[config.mk]
export PLATFORM = sky130hd
export DESIGN_NAME = muldiv_seq
export DESIGN_NICKNAME = d
export VERILOG_FILES = /design/src/rtl/muldiv_seq.sv
export SDC_FILE = /design/constraint.sdc
export NUM_CORES = 1
export LEC_CHECK = 0
export ABC_AREA = 1
export ABC_CLOCK_PERIOD_IN_PS = 6700
export CAP_MARGIN = 20
export CORE_UTILIZATION = 65
export CTS_CLUSTER_SIZE = 28
export DETAILED_ROUTE_END_ITERATION = 7
export GPL_ROUTABILITY_DRIVEN = 0
export GPL_TIMING_DRIVEN = 0
export PLACE_DENSITY = 0.86
export SLEW_MARGIN = 25
export SYNTH_ARGS = -nofsm -noshare
export SYNTH_HDL_FRONTEND = slang
export SYNTH_SLANG_ARGS = --single-unit
[constraint.sdc]
create_clock -name clk -period 6.7 [get_ports clk]
set_input_delay 2.01 -clock clk [delete_from_list [all_inputs] [get_ports clk]]
set_output_delay 2.01 -clock clk [all_outputs]
set_load 0.03 [all_outputs]
[src/rtl/muldiv_seq.sv]
// Iterative unsigned multiply/divide sequencer beside the EX-stage ALU.
// Shift-add MULU and restoring DIVU, one bit per cycle, result into HI/LO.
module muldiv_seq #(
  parameter int XLEN = 32
) (
  input  logic            clk,
  input  logic            rst_n,
  input  logic            start,
  input  logic            op,
  input  logic [XLEN-1:0] opa,
  input  logic [XLEN-1:0] opb,
  input  logic            flush,
  output logic            stall,
  output logic            busy,
  output logic            done,
  output logic [XLEN-1:0] hi,
  output logic [XLEN-1:0] lo
);

  localparam int CW = $clog2(XLEN + 1);

  typedef enum logic [1:0] {
    S_IDLE,
    S_RUN,
    S_DONE
  } state_e;

  state_e              state_q, state_d;
  logic [CW-1:0]       cnt_q, cnt_d;
  logic                op_q, op_d;
  logic [2*XLEN-1:0]   acc_q, acc_d;      // MULU running product
  logic [2*XLEN-1:0]   mcand_q, mcand_d;  // MULU multiplicand, shifted left each iteration
  logic [XLEN-1:0]     b_q, b_d;          // MULU multiplier (shifted right) or DIVU divisor
  logic [XLEN-1:0]     quo_q, quo_d;      // DIVU dividend bits out at the top, quotient bits in at the bottom
  logic [XLEN-1:0]     rem_q, rem_d;
  logic [XLEN-1:0]     hi_q, hi_d, lo_q, lo_d;

  logic [XLEN:0]       rem_shift;
  logic [XLEN:0]       rem_trial;

  // NOTE: every signal assigned here gets its default first, so no path leaves it unassigned and no latch is inferred.
  always_comb begin
    state_d = state_q;
    cnt_d   = cnt_q;
    op_d    = op_q;
    acc_d   = acc_q;
    mcand_d = mcand_q;
    b_d     = b_q;
    quo_d   = quo_q;
    rem_d   = rem_q;
    hi_d    = hi_q;
    lo_d    = lo_q;

    // The remainder stays below the divisor, so only the trial needs the extra sign bit.
    rem_shift = {rem_q, quo_q[XLEN-1]};
    rem_trial = rem_shift - {1'b0, b_q};

    unique case (state_q)
      S_IDLE: begin
        if (start && !flush) begin
          op_d    = op;
          cnt_d   = '0;
          acc_d   = '0;
          mcand_d = {{XLEN{1'b0}}, opa};
          b_d     = opb;
          quo_d   = opa;
          rem_d   = '0;
          state_d = S_RUN;
        end
      end
      S_RUN: begin
        if (flush) begin
          state_d = S_IDLE;
        end else if (cnt_q == CW'(XLEN)) begin
          state_d = S_DONE;
          hi_d    = op_q ? rem_q : acc_q[2*XLEN-1:XLEN];
          lo_d    = op_q ? quo_q : acc_q[XLEN-1:0];
        end else begin
          cnt_d = cnt_q + CW'(1);
          if (!op_q) begin
            if (b_q[0]) acc_d = acc_q + mcand_q;
            mcand_d = mcand_q << 1;
            b_d     = b_q >> 1;
          end else if (!rem_trial[XLEN]) begin
            rem_d = rem_trial[XLEN-1:0];
            quo_d = {quo_q[XLEN-2:0], 1'b1};
          end else begin
            rem_d = rem_shift[XLEN-1:0];
            quo_d = {quo_q[XLEN-2:0], 1'b0};
          end
        end
      end
      S_DONE:  state_d = S_IDLE;
      default: state_d = S_IDLE;
    endcase
  end

  // NOTE: sequential state uses non-blocking assignments so every flop samples pre-edge values.
  always_ff @(posedge clk or negedge rst_n) begin
    if (!rst_n) begin
      state_q <= S_IDLE;
      cnt_q   <= '0;
      op_q    <= 1'b0;
      acc_q   <= '0;
      mcand_q <= '0;
      b_q     <= '0;
      quo_q   <= '0;
      rem_q   <= '0;
      hi_q    <= '0;
      lo_q    <= '0;
    end else begin
      state_q <= state_d;
      cnt_q   <= cnt_d;
      op_q    <= op_d;
      acc_q   <= acc_d;
      mcand_q <= mcand_d;
      b_q     <= b_d;
      quo_q   <= quo_d;
      rem_q   <= rem_d;
      hi_q    <= hi_d;
      lo_q    <= lo_d;
    end
  end

  // Reset gates stall directly so a held start cannot freeze the pipe while rst_n is low.
  assign stall = rst_n && (((state_q == S_IDLE) && start && !flush) || (state_q == S_RUN));
  assign busy  = (state_q == S_RUN);
  assign done  = (state_q == S_DONE) && !flush;
  assign hi    = hi_q;
  assign lo    = lo_q;

endmodule

Word-level counts from Yosys, hierarchy flattened --
Index checks and enable logic that the tools add are counted.
Storage, ports and cells: flip-flop bits (word level) 297, input port bits 69, logic and storage cells 78
Cells by class: add/subtract/negate cells 3, bitwise operators 1, eq/ne operators 10, multiplexer cells 38, reductions and logical operators 16
Operators by type and width (number):
- two-way mux 64 bit | 9
- two-way mux 32 bit | 15
- case mux 64 bit (2 select lines) | 2
- case mux 32 bit (2 select lines) | 3
- adder 64 bit | 1
- subtractor 33 x 32 -> 33 bit | 1
- two-way mux 6 bit | 3
- case mux 6 bit (2 select lines) | 1
- AND reduction 5 bit | 2
- inequality test 2 bit, second input constant | 4
- adder 6 x 1 -> 6 bit, second input constant | 1
- == test 6 bit, second input constant | 1
- two-way mux 2 bit | 3
- AND reduction 6 bit | 1
- logical AND 1 bit | 5
- inequality test 2 x 1 -> 1 bit, second input constant | 2
- case mux 2 bit (2 select lines) | 1
- AND reduction 2 bit | 2
- AND reduction 4 bit | 1
- inequality test 3 x 2 -> 1 bit, second input constant | 1
- AND reduction 3 bit | 1
- == test 2 x 1 -> 1 bit, second input constant | 1
- == test 2 bit, second input constant | 1
- zero test 2 bit | 1
- 5 further kinds | 5

Logic depth before layout (Yosys ltp) --
depth in word-level cells 6, mapped depth 18, mapped depth without buffers 18

Worst setup path after synthesis --
No wires, ideal clock.
path type input port to output port, start point input flush, end point output stall, cell stages on the path 5, path slack 1395 ps, data arrival time 3295 ps, cell sequence inv_1 > nand3_1 > clkbuf_1 > clkbuf_1 > a21boi_0
On the way: word-level cells in the longest chain between the ends 4
Ends and longest elaborated chain:
- start, declared | RTL line 12 | input logic flush,
- zero test 1 bit | RTL line 126 | assign stall = rst_n && (((state_q == S_IDLE) && start && !flush) || (state_q == S_RUN));
- logical AND 1 bit | RTL line 126
- logical OR 1 bit | RTL line 126
- logical AND 1 bit | RTL line 126
- end, declared | RTL line 13 | output logic stall,
Every way passes these cells.

Worst setup path in the final report --
Same ends and word-level chain as after synthesis.

==> results.cfg <==
[run_status]
status = finished, final reports clean

[placement]
place_inst = 3932
port_buffers = 135
hpwl_um = 54400

[clock_network]
cts_setup_buffers = 0
cts_buffer_depth = 3
cts_tree = done
h-tree-depth = 2
cts.sinks = 297
root_buffer = clkbuf_16
hold_buffers = 0
clkTransAtPathRegs_ps = 60
cts_buffers = 35
worstSkewPairLatency_ps = 530
cts_resized = 0

[sta]
relSlewSlack_pct = 36.6
final-setup-viol-count = 0
final-hold-violation-count = 0
skew_ps = 16.3
rsz0062_at_grt = false
fmax_mhz = 155
maxSlewViolCount = 0
period_minus_slack_ps = 6460
min_period_over_period_pct = 96.5
worstMarginPinSlew_ps = 951

[drt]
drt_iter0_drc = 2742
drc = 0
drt-total-wl_um = 69600
postRouteAntennaNets = 0
dr.pass1.iters = 6
post_drt_wl_per_cell_um = 17.4
vias_per_cell = 5.76
num_vias = 22979

[global_routing]
grt_pass1_vias = 21491
grt_pass1_wl_um = 109000
antenna_found_initial = 0
grt_max_degree = 90
track_usage_pct = 42.0
overflow = 0

[synthesis]
synth_flop_cell = dfrtp_1
yosys.area.top_type_share_pct = 35.1
yosysWarningCount = 0
post-synth-top-count-cell = nand2_1
syn_avg_cell_area_um2 = 6.31
syn_inst = 3358
synth_area_um2 = 21200
ys_types = 43
async_flop_share_pct = 100
synth_area_leader_cell = dfrtp_1
synth.yosys.seq_area_share_pct = 35.1
synth_edf_count = 0
synth_seq_cells = 297
synth_top_cells_by_count = nand2_1 (1430), inv_1 (552), dfrtp_1 (297), nor2_1 (276), nand3_1 (160)
ys_top_cells_by_area = dfrtp_1 (35%), nand2_1 (25%), inv_1 (9.8%)
syn-num-nets = 3526

[layout]
drive_above_1_share_pct = 3.80
final_util_pct = 76.8
nets = 3702
fin_cells = 3992
num_antenna_cells = 0
area_growth_syn_to_layout_pct = 15.3

[critical_path]
cp-start-kind = input pin
crit_arrival_ps = 4450
crit_path_end_kind = output port
cp.required_ps = 4690
crit_fanout = 10
worstSetupPathType = input pin to output port

[die]
start_util_pct = 66.6
fp.coreArea_um2 = 31800
io-pin-count = 136
rows = 65
die_h_um = 183
dieWidth_um = 183
dieArea_um2 = 33300

[power_and_ir_drop]
peakVddDrop_v = 0.000293
power.leakage_nw = 13.3
power.density_nw_per_um2 = 315

[flow_run]
cap_violations = 0

[hold_path]
min_path_type = register to register
## per-stage QoR
stage | setup WS (ps) | area (um2) | power (mW) | setup TNS, ps | hold slack (ps)
2_1_floorplan | 1390 | 21200 | 4.48 | 0 | 472
3_3_place_gp | -9000 | 23100 | 5.39 | -2668680 | 505
3_5_place_dp | 119 | 23200 | 5.50 | 0 | 511
4_1_cts | 113 | 24400 | 7.55 | 0 | 525
5_1_grt | 149 | 24400 | 8.10 | 0 | 550
6_report | 237 | 24400 | 7.70 | 0 | 521
## worst paths after layout
kind | start | to | slack [ps] | cells past startpoint
hold reg to reg | acc_q[19] | acc_q[19] | 520 | 2
min in group asynchronous | rst_n | quo_q[5] | 1490 | 2
hold / removal | acc_q[19] | acc_q[19] | 520 | 2
setup reg to reg | quo_q[31] | rem_q[15] | 3950 | 17
max in group asynchronous | rst_n | mcand_q[37] | 4050 | 4
setup / recovery | flush | stall | 240 | 7
## critical path: stages
cell	delay, ps
clkdlybuf4s50_1	550
inv_1	60
nand3_1	240
clkbuf_1	430
clkbuf_2	390
a21boi_0	150
clkdlybuf4s50_1	630
## cell usage in the layout, fill, tap and decap left out, types with 3 or more instances in the layout
cell             Yosys  routed
nand2_1           1430    1430
inv_1              552     552
dfrtp_1            297     297
nor2_1             276     276
nand3_1            160     160
clkdlybuf4s50_1      0     134
ha_1                97      97
a31oi_1             94      94
o21ai_0             81      81
a21oi_1             66      66
o211ai_1            62      62
clkbuf_1            51      54
clkbuf_16            0      37
buf_2               29      29
nand4_1             19      19
nor3_1              18      18
xnor2_1             14      14
nand3b_1            13      13
buf_4               12      12
o31ai_1             11      11
o21ai_1             11      11
nand2_2              8       8
o22ai_1              7       7
clkbuf_8             0       6
inv_2                5       5
and2_1               5       5
bufinv_16            0       5
nor2_2               4       4
buf_1                4       4
or2_2                4       4
clkinv_2             0       4
buf_16               0       4
nand3_2              3       3
o21bai_1             3       3
xor2_1               3       3
## sequential cells by signal (all words and copies together), names as in the netlist
name     cells
op_q         1
acc_q       64
quo_q       32
rem_q       32
state_q      2
lo          32
mcand_q     64
cnt_q        6
hi          32
b_q         32
## per-layer routing
metal	vias up	GRT usage, %	share of wire, %
met5	-	0	0
met4	0	22.2	5.7
met3	273	7.50	12
met2	1387	65.6	43
met1	10565	55.6	39
li1	10754	-	-
## logic make-up after synthesis
group                      after synthesis  synth area share [%]
xor gates and xnor gates                17                 0.703
and+or+nand+nor                       1950                  36.6
adders and majority gates               99                  5.92
AOI/OAI and AO/OA                      340                  9.60
buffers and inverters                  655                  12.1
DFF                                    297                  35.1
## where the power goes
| part | switching (mW) | internal (mW) |
|---|---|---|
| sequential | 0.271 | 2.10 |
| combinational | 2.28 | 0.990 |
| clock | 0.791 | 1.27 |
| total | 3.35 | 4.36 |
## area by class of cell
| type | count | area, um2 |
|---|---|---|
| Buffer | 98 | 465 |
| Clock buffer | 47 | 1020 |
| Clock inverter | 13 | 203 |
| Fill cell | 2454 | 7370 |
| Inverter | 557 | 2090 |
| Multi-Input combinational cell | 2406 | 11200 |
| Sequential cell | 297 | 7430 |
| Tap cell | 435 | 544 |
| Timing Repair Buffer | 139 | 1470 |
(Power assumes the default switching activity.)
